===== src/rtl/crop_ctrl.sv =====
// crop_ctrl: frame sequencer that gates camera pixels into crop_filter one frame at a time,
// generates beat coordinates and latches the clamped crop origin at frame boundaries.
module crop_ctrl #(
  parameter int PIXEL_BIT_WIDTH = 10,
  parameter int IN_ROWS = 20,
  parameter int IN_COLS = 20,
  parameter int OUT_ROWS = 10,
  parameter int OUT_COLS = 10
) (
  input  logic clk,
  input  logic s_axis_resetn,
  input  logic ap_start,
  input  logic ap_continuous,
  output logic ap_ready,
  output logic ap_idle,
  output logic ap_done,
  input  logic cfg_wr,
  input  logic [$clog2(IN_COLS)-1:0] cfg_crop_x0,
  input  logic [$clog2(IN_ROWS)-1:0] cfg_crop_y0,
  output logic cf_ap_start,
  input  logic cf_ap_ready,
  input  logic cf_ap_done,
  output logic [$clog2(IN_COLS)-1:0] crop_x0,
  output logic [$clog2(IN_ROWS)-1:0] crop_y0,
  output logic [$clog2(IN_COLS)-1:0] cnt_col,
  output logic [$clog2(IN_ROWS)-1:0] cnt_row,
  input  logic s_axis_tvalid,
  output logic s_axis_tready,
  input  logic [PIXEL_BIT_WIDTH-1:0] s_axis_tdata,
  output logic m_axis_tvalid,
  input  logic m_axis_tready,
  output logic [PIXEL_BIT_WIDTH-1:0] m_axis_tdata,
  output logic clamp_err,
  output logic [15:0] frame_cnt
);
  localparam int CW = $clog2(IN_COLS);
  localparam int RW = $clog2(IN_ROWS);
  localparam logic [CW:0] MAX_X = (CW+1)'(IN_COLS - OUT_COLS);
  localparam logic [RW:0] MAX_Y = (RW+1)'(IN_ROWS - OUT_ROWS);
  typedef enum logic [2:0] {IDLE, ARM, RUN, FLUSH, DONE} state_t;
  state_t state, nxt;
  logic [CW-1:0] sh_x;
  logic [RW-1:0] sh_y;
  logic cf_seen, run_gate, beat, last_col, last_beat, arm_entry, clr_x, clr_y;
  assign run_gate = state == RUN;
  assign m_axis_tvalid = s_axis_tvalid && run_gate;
  assign s_axis_tready = m_axis_tready && run_gate;
  assign m_axis_tdata = s_axis_tdata;
  assign beat = m_axis_tvalid && m_axis_tready;
  assign last_col = cnt_col == CW'(IN_COLS - 1);
  assign last_beat = beat && last_col && cnt_row == RW'(IN_ROWS - 1);
  assign ap_idle = state == IDLE;
  assign ap_ready = ap_idle;
  assign ap_done = state == DONE;
  assign cf_ap_start = state == ARM && cf_ap_ready;
  assign arm_entry = nxt == ARM && state != ARM;
  // compare one bit wider so a shadow value above the limit can never wrap below it
  assign clr_x = {1'b0, sh_x} > MAX_X;
  assign clr_y = {1'b0, sh_y} > MAX_Y;
  always_comb begin
    nxt = state;
    case (state)
      IDLE:    nxt = ap_start ? ARM : IDLE;
      ARM:     nxt = cf_ap_ready ? RUN : ARM;
      RUN:     nxt = last_beat ? FLUSH : RUN;
      FLUSH:   nxt = cf_seen ? DONE : FLUSH;
      DONE:    nxt = ap_continuous ? ARM : IDLE;
      default: nxt = IDLE;
    endcase
  end
  always_ff @(posedge clk or negedge s_axis_resetn)
    if (!s_axis_resetn) state <= IDLE;
    else state <= nxt;
  always_ff @(posedge clk or negedge s_axis_resetn)
    if (!s_axis_resetn) begin
      sh_x <= '0;
      sh_y <= '0;
      crop_x0 <= '0;
      crop_y0 <= '0;
      clamp_err <= 1'b0;
      cnt_col <= '0;
      cnt_row <= '0;
      cf_seen <= 1'b0;
      frame_cnt <= '0;
    end else begin
      if (cfg_wr) begin
        sh_x <= cfg_crop_x0;
        sh_y <= cfg_crop_y0;
      end
      if (arm_entry) begin
        crop_x0 <= clr_x ? MAX_X[CW-1:0] : sh_x;
        crop_y0 <= clr_y ? MAX_Y[RW-1:0] : sh_y;
        clamp_err <= clr_x || clr_y;
        cnt_col <= '0;
        cnt_row <= '0;
        cf_seen <= 1'b0;
      end else begin
        if (beat) begin
          cnt_col <= last_col ? '0 : cnt_col + 1'b1;
          if (last_col) cnt_row <= last_beat ? '0 : cnt_row + 1'b1;
        end
        if ((state == RUN || state == FLUSH) && cf_ap_done) cf_seen <= 1'b1;
      end
      if (state == DONE) frame_cnt <= frame_cnt + 1'b1;
    end
endmodule


===== config.mk =====
export PLATFORM = sky130hd
export DESIGN_NAME = crop_ctrl
export DESIGN_NICKNAME = d
export VERILOG_FILES = /design/src/rtl/crop_ctrl.sv
export SDC_FILE = /design/constraint.sdc
export NUM_CORES = 1
export LEC_CHECK = 0
export CELL_PAD_IN_SITES_DETAIL_PLACEMENT = 2
export CELL_PAD_IN_SITES_GLOBAL_PLACEMENT = 2
export CORE_ASPECT_RATIO = 0.9
export CORE_MARGIN = 5
export CORE_UTILIZATION = 34
export DETAILED_ROUTE_END_ITERATION = 7
export DONT_BUFFER_PORTS = 1
export PLACE_DENSITY = 0.82
export SYNTH_ARGS = -nofsm -noshare
export SYNTH_HDL_FRONTEND = slang
export SYNTH_SLANG_ARGS = --single-unit

===== constraint.sdc =====
create_clock -name clk -period 1.8 [get_ports clk]
set_input_delay 0.36 -clock clk [delete_from_list [all_inputs] [get_ports clk]]
set_output_delay 0.36 -clock clk [all_outputs]
set_load 0.03 [all_outputs]

Word-level counts from Yosys, hierarchy flattened
Index checks and enable logic that the tools add are counted.
Cells by class
  reductions and logical operators: 15
  equality and inequality tests: 8
  multiplexer cells: 17
  add/sub/neg operators: 3
  $lt $le $gt $ge: 2
Operators by type and width (count)
  $mux W5: 9
  $add A16 B1 Y16 const B: 1
  $pmux W3 S5: 1
  $add A5 B1 Y5 const B: 2
  $eq A5 B5 Y1 const B: 2
  $gt A5 B4 Y1 const B: 2
  $logic_and A1 B1 Y1: 8
  $eq A3 B1 Y1 const B: 2
  $eq A3 B2 Y1 const B: 2
  $reduce_bool A2 Y1: 3
  $mux W1: 5
  $eq A3 B3 Y1 const B: 1
  $logic_not A3 Y1: 1
  $mux W3: 1
  $ne A3 B1 Y1 const B: 1
  $logic_or A1 B1 Y1: 2
  $mux W2: 1
  $reduce_and A2 Y1: 1
Word-level totals
  bits of input ports: 29
  flip-flop bits (word level): 51

Logic depth before layout (Yosys ltp)
Gate-level depths: netlist (run 1).
  depth after elaboration: 11
  depth in mapped cells: 8
  gate-level depth less buffers: 5

Least setup slack after synthesis (run 1)
OpenSTA, ideal clock, no wires.
  path kind: flip-flop to flip-flop
  from: register cnt_col[0]
  to: register crop_x0[1]
  period minus slack after synthesis: 2.065 ns
  required time: 1.673 ns
  cell stages (with the launch flop): 7
  arrival time: 1.937 ns
  path slack: -0.265 ns
  library setup time: 0.127 ns
  buffers on the path: 1
  cell sequence: dfrtp_1 -> ha_1 -> and4bb_2 -> nand4_1 -> a31oi_4 -> buf_6 -> mux2_1
Between the ends
  longest elaborated chain between the ends: 7
Ends and longest elaborated chain
  start: declaration: line 25  | output logic [$clog2(IN_COLS)-1:0] cnt_col,
  start signal: assignment: line 99  | cnt_col <= last_col ? '0 : cnt_col + 1'b1;
  $eq A5 B5 Y1: line 50  | assign last_col = cnt_col == CW'(IN_COLS - 1);
  $logic_and A1 B1 Y1 (2 in a row): line 51  | assign last_beat = beat && last_col && cnt_row == RW'(IN_ROWS - 1);
  $mux W1: line 65  | RUN: nxt = last_beat ? FLUSH : RUN;
  $pmux W3 S5: line 62  | case (state)
  $eq A3 B1 Y1: line 56  | assign arm_entry = nxt == ARM && state != ARM;
  $logic_and A1 B1 Y1: line 56
  end signal: assignment: line 91  | crop_x0 <= clr_x ? MAX_X[CW-1:0] : sh_x;
  end: declaration: line 23  | output logic [$clog2(IN_COLS)-1:0] crop_x0,
No other way between the ends.
A chain may end at the register's enable or synchronous reset.

Final worst setup path (run 1)
  from: register state[0]
  to: register crop_y0[2]
Between the ends
  longest elaborated chain between the ends: 9
Ends and longest elaborated chain
  start: declaration: line 41  | state_t state, nxt;
  start signal: assignment: line 73  | else state <= nxt;
  $eq A3 B2 Y1: line 45, 62
  $logic_and A1 B1 Y1: line 46  | assign m_axis_tvalid = s_axis_tvalid && run_gate;
  $logic_and A1 B1 Y1: line 49  | assign beat = m_axis_tvalid && m_axis_tready;
  $logic_and A1 B1 Y1 (2 in a row): line 51
  $mux W1: line 65
  $pmux W3 S5: line 62
  $eq A3 B1 Y1: line 56
  $logic_and A1 B1 Y1 *: line 56
  end signal: assignment: line 92  | crop_y0 <= clr_y ? MAX_Y[RW-1:0] : sh_y;
  end: declaration: line 24  | output logic [$clog2(IN_ROWS)-1:0] crop_y0,
Mark *: on every way between the ends. The rest lies on a longest branch, timed or not.

==> results of run 1 <==
kinds of logic (layout without fill, tap and decap cells):
kind of cell | count (synthesis) | in the layout
xor+xnor | 16 | 16
flops | 51 | 51
simple gates | 85 | 85
compound gates | 22 | 22
mux | 19 | 19
buf+inv | 26 | 60
fa+ha+maj | 3 | 3
per-stage QoR:
step           cell area, um2  hold WS [ps]  cells  power (uW)
2_1_floorplan            2500          64.4    222        2670
3_3_place_gp             2780          65.7    334        3030
3_5_place_dp             2780          65.7    334        3120
4_1_cts                  2960           150    345        4050
5_1_grt                  3020           140    349        4270
6_report                 3020           164    349        4040
state kept, by name (all words and copies together), names as in the netlist, 3 cells and up:
| signal | cells |
|---|---|
| cnt_col | 5 |
| cnt_row | 5 |
| crop_x0 | 5 |
| crop_y0 | 5 |
| frame_cnt | 16 |
| sh_x | 5 |
| sh_y | 5 |
| state | 3 |
path summary, 6_finish.rpt:
check | startpoint | end | cells after the start | slack, ps
setup / recovery | state[0] | crop_y0[2] | 6 | -40
hold / removal | cfg_wr | sh_y[2] | 1 | 160
setup reg to reg | state[0] | crop_y0[2] | 6 | -40
hold reg to reg | sh_x[4] | sh_x[4] | 1 | 530
max in group asynchronous | s_axis_resetn | cnt_col[2] | 2 | 960
min in group asynchronous | s_axis_resetn | frame_cnt[5] | 2 | 590
layer usage:
metal	wire (um)	vias up	part of all wire
li1	-	818	-
met1	2640	926	0.40
met2	3420	42	0.52
met3	425	4	0.065
met4	57	0	0.0087
met5	0	-	0
power breakdown:
part / internal, uW / switching [uW]
sequential: 1360 / 349
combinational: 656 / 829
clock: 458 / 393
total: 2470 / 1570
cells in the mapped netlist, drive strengths merged, types with 2 or more instances:
library cell  number
dfrtp             51
nand2             22
buf               17
mux2              16
nor2              16
xnor2             12
a21oi              9
nand4              9
nor2b              8
inv                7
or3                7
nand3              5
o21ai              5
and3               4
xor2               4
a31oi              3
and4bb             3
ha                 3
mux2i              3
a21o               2
nand2b             2
or2                2
or3b               2
timing repair:
action / 4_1_cts / 5_1_grt
pin swaps: 2 / 4
buffers inserted: 1 / 4
endpoints found under the hold margin: 51 / 0
gates resized for setup: 5 / 8
setup endpoints to repair: 14 / 22
hold buffers: 2 / 0
final cells by class:
class | count | area [um2] | share of cell area
multi-input cells | 145 | 1090 | 0.360
inverters | 8 | 35.0 | 0.0116
clock buffers | 6 | 82.6 | 0.0273
well taps | 93 | 116 | 0.0385
flip-flops and latches | 51 | 1280 | 0.425
repair buffers | 44 | 377 | 0.125
clock inverters | 2 | 38.8 | 0.0128
==> results.json, run 1 <==
{
  "synth_compound_area_frac": 0.0618,
  "synthXorXnorAreaFrac": 0.0572,
  "synth-simple-area-share": 0.193,
  "die_w_um": 99.5,
  "hp-class": "primary input to flip-flop",
  "drc": 0,
  "ys_types": 40,
  "max_stage_delay_ps": 430,
  "rows": 29,
  "post-place-ws_ps": -55.3,
  "fp.dieH_um": 90.5,
  "yosys.area_share.adder": 0.0153,
  "synthMuxAreaShare": 0.0858,
  "synth_top_family_by_area": "simple AND/OR/NAND/NOR gates",
  "syn_nets": 254,
  "grt_pass1_wl_um": 10500,
  "violations": "negative setup slack",
  "drv_cap": 0,
  "period_needed_ps": 1840,
  "root_buffer": "clkbuf_8",
  "slowest_stage": "or3b_4",
  "leakagePower_uw": 0.00136,
  "grtUsageTotal": 0.146,
  "cpLargestDelayFamily": "simple AND/OR/NAND/NOR gates",
  "cp_data_required_time_ps": 1980,
  "initial_core_util": 0.348,
  "synthCells": 222,
  "wl_per_cell_um": 18.7,
  "finalSetupViolations": 3,
  "synth_area_um2": 2450,
  "io_pins": 82,
  "endpoint_kind": "flip-flop",
  "layout.nets": 287,
  "worstMarginPinSlew_ps": 400,
  "cts_tree": "done",
  "drtPass1Iterations": 3,
  "grt_pass1_vias": 2038,
  "coreArea_um2": 7040,
  "final.setup.tns_ps": -107,
  "synth_edf_count": 0,
  "arrival_ps": 2020,
  "status": "finished with violations",
  "synth-seq-area-share": 0.521,
  "synth_top_area_frac": 0.521,
  "overflow": 0,
  "ir_drop_uv": 557,
  "grtUsageMet3": 0.0494,
  "path_buf_inv": 2,
  "clock_skew_ps": 15.2,
  "dp_hpwl_um": 4900,
  "clockBufferDepth": 2,
  "grt_use_met2": 0.263,
  "synth_seq_cells": 51,
  "io_buffers": 0,
  "startpoint_type": "flip-flop",
  "synthTopCellsByArea": "dfrtp_1 52%, mux2_2 5.5%, xnor2_1 4.3%",
  "cts_buffers": 5,
  "fillCellCount": 744,
  "grt_max_degree": 52,
  "ant_nets": 0,
  "area_delta_synth_final_pct": 23.4,
  "final_cell_mix": "45 x dfrtp_1, 38 x buf_4, 22 x nand2_1, 15 x nor2_1",
  "clk_transition_reported_paths_ps": 110,
  "dr_total_vias": 1790,
  "cts.sink_count": 51,
  "fmax_mhz": 544,
  "maxSlewHeadroom": 0.734,
  "power_density_nw_per_um2": 1340,
  "path_class": "flip-flop to flip-flop",
  "worstPathMaxFanout": 10,
  "die_area_um2": 9000,
  "drt-initial-drc-count": 34,
  "fin_util": 0.429,
  "rsz0062_at_grt": "true",
  "fin_crit_sh": 1.02,
  "htreeDepth": 2,
  "cp_cell_sequence": "or3b_4, clkinv_4, a32oi_4, a31oi_4, buf_12, mux2_2",
  "grtUsageMet1": 0.168,
  "final_common_cell": "dfrtp_1",
  "fin_ws_ps": -39.9,
  "hold_viol_final": 0,
  "antennaDiodeCount": 0,
  "clock_latency_ps": 300,
  "async_flop_share": 1.00,
  "antenna_found_initial": 0,
  "avgSynthCellArea_um2": 11.0,
  "avgViaCountPerCell": 5.13,
  "final_max_slew_viol_count": 0,
  "busiest_layer": "met2",
  "ys_warn_count": 0,
  "drt_wl_total_um": 6540,
  "drive_above_1_share": 0.363,
  "ys.flop_type": "dfrtp_1",
  "gp_congestion": 0.798,
  "yosysTopAreaCell": "dfrtp_1"
}
Power figures use the tool's default switching activity.
==> inputs of run 2 (changes only) <==
--- a/config.mk
+++ b/config.mk
@@ -12,7 +12,7 @@
 export CORE_UTILIZATION = 34
 export DETAILED_ROUTE_END_ITERATION = 7
 export DONT_BUFFER_PORTS = 1
-export PLACE_DENSITY = 0.82
+export PLACE_DENSITY = 0.76
 export SYNTH_ARGS = -nofsm -noshare
 export SYNTH_HDL_FRONTEND = slang
 export SYNTH_SLANG_ARGS = --single-unit
==> run 2 against run 1 <==
  * The flow still finishes with violations (negative setup slack)
  * Utilization up 0.32 points
  * Global-route usage shrank 0.11 points
  * First-iteration DRC count down 38%
  * Wire length is 3.3% lower
  * Clock-buffer cell count unchanged
  * Register-to-register slack is essentially flat
  * Worst hold slack worse by 17 ps
  * Combinational power about the same
  * Via count decreased by 3.5%
  * Clock power increased by 8.8%
  * Largest power group unchanged
==> results.json, run 2 (synthesis gave the netlist of run 1 again) <==
{
  "status": "finished with violations",
  "violations": "negative setup slack",
  "ir_drop_uv": 675,
  "grt_max_degree": 52,
  "rr_endpoint": "crop_y0[3]",
  "die_area_um2": 9000,
  "rsz0062_at_grt": "true",
  "min_to": "sh_x[2]",
  "final.setup.tns_ps": -163,
  "hold_viol_final": 0,
  "registers.top_by_ff_count": "frame_cnt",
  "leakagePower_uw": 0.00136,
  "drc": 0,
  "overflow": 0,
  "worstMarginPinSlew_ps": 372,
  "hp-class": "primary input to flip-flop",
  "antennaDiodeCount": 0,
  "final_max_slew_viol_count": 0,
  "maxSlewHeadroom": 0.752,
  "power_density_nw_per_um2": 1350,
  "fillCellCount": 765,
  "hold_slack_ps": 147,
  "final_cell_mix": "44 x dfrtp_1, 37 x buf_4, 22 x nand2_1, 15 x nor2_1, 12 x xnor2_1",
  "clk_transition_reported_paths_ps": 90,
  "arrival_ps": 2020,
  "htreeDepth": 2,
  "coreArea_um2": 7040,
  "grtUsageTotal": 0.145,
  "largest_reg_flops": 16,
  "layout.nets": 285,
  "drt_wl_total_um": 6320,
  "startpoint_type": "flip-flop",
  "dr_total_vias": 1727,
  "total_power_uw": 4110,
  "clock_skew_ps": 8.84,
  "grt_pass1_wl_um": 10400,
  "drv_cap": 0,
  "endpoint_kind": "flip-flop",
  "fmax_mhz": 546,
  "grt_pass1_vias": 1957,
  "rows": 29,
  "path_class": "flip-flop to flip-flop",
  "die_w_um": 99.5,
  "avgViaCountPerCell": 4.98,
  "dp_hpwl_um": 4820,
  "cts_buffers": 5,
  "drive_above_1_share": 0.362,
  "area_delta_synth_final_pct": 24.3,
  "cts_tree": "done",
  "reg2reg_slack_ps": -30,
  "drtPass1Iterations": 3,
  "min_from": "cfg_wr",
  "r2r-start": "state[2]",
  "post-place-ws_ps": -68.9,
  "fp.dieH_um": 90.5,
  "multi_input_area_um2": 1110,
  "cts.sink_count": 51,
  "clock_latency_ps": 300,
  "finalSetupViolations": 7,
  "antenna_found_initial": 0,
  "min_path_cells": 1,
  "r2r_cells": 5,
  "gp_congestion": 0.783,
  "clockBufferDepth": 2,
  "initial_core_util": 0.348,
  "ant_nets": 0,
  "io_buffers": 0,
  "period_needed_ps": 1830,
  "io_pins": 82,
  "drt-initial-drc-count": 21,
  "wl_per_cell_um": 18.2,
  "fin_ws_ps": -30.4,
  "startpoint": "state[2]",
  "fin_crit_sh": 1.02,
  "worstPathMaxFanout": 10,
  "final_common_cell": "dfrtp_1",
  "ff_latch_area_um2": 1280,
  "cp_data_required_time_ps": 1990,
  "root_buffer": "clkbuf_8"
}
[run 2: per-layer routing]
metal / up-vias / GRT usage / part of all wire
li1: 809 / - / -
met4: 0 / 0.0307 / 0.0057
met5: - / 0 / 0
met3: 4 / 0.0502 / 0.068
met1: 872 / 0.171 / 0.40
met2: 42 / 0.254 / 0.53
[run 2: worst max-delay path by stage]
stage	to	slack, ps	depth (start not counted)
final	crop_y0[3]	-30	5
after global routing	crop_x0[2]	-100	6
after CTS	clamp_err	-40	5
after detailed placement	frame_cnt[15]	-70	5
after global placement	clamp_err	40	6
after floorplan	ap_ready	-110	3
[run 2: what timing repair did]
item                                    4_1_cts  5_1_grt
buffers inserted                              3        0
pin swaps                                     4        1
gates resized for setup                       7       12
hold buffers                                  2        0
hold endpoints to repair                     51        0
endpoints found under the setup margin       13       19
[run 2: worst max-delay path: stages, from the launching register on]
cell,delay [ps]
dfrtp_2,460
and4bb_2,330
nand4_1,180
a31oi_4,280
buf_12,170
mux2_4,300
[run 2: per-stage QoR]
| step | utilization | instances | area [um2] |
|---|---|---|---|
| after detailed placement | 0.395 | 334 | 2780 |
| after global routing | 0.432 | 347 | 3040 |
| final | 0.432 | 347 | 3040 |
| after global placement | 0.395 | 334 | 2780 |
| after CTS | 0.426 | 347 | 3000 |
| after floorplan | - | 222 | 2500 |
[run 2: final cells by class]
| class | count | area share |
|---|---|---|
| timing repair buffer | 42 | 0.119 |
| clock buffer | 6 | 0.0238 |
| clock inverter | 2 | 0.0197 |
| inverter | 8 | 0.0115 |
| sequential | 51 | 0.422 |
| tap | 93 | 0.0382 |
| multi-input combinational | 145 | 0.366 |
[run 2: where the power goes]
part	leakage [uW]	total [uW]	internal, uW	switching [uW]
combinational	0.000649	1480	652	826
clock	0.0000654	926	556	371
sequential	0.000647	1710	1360	349
total	0.00136	4110	2570	1550
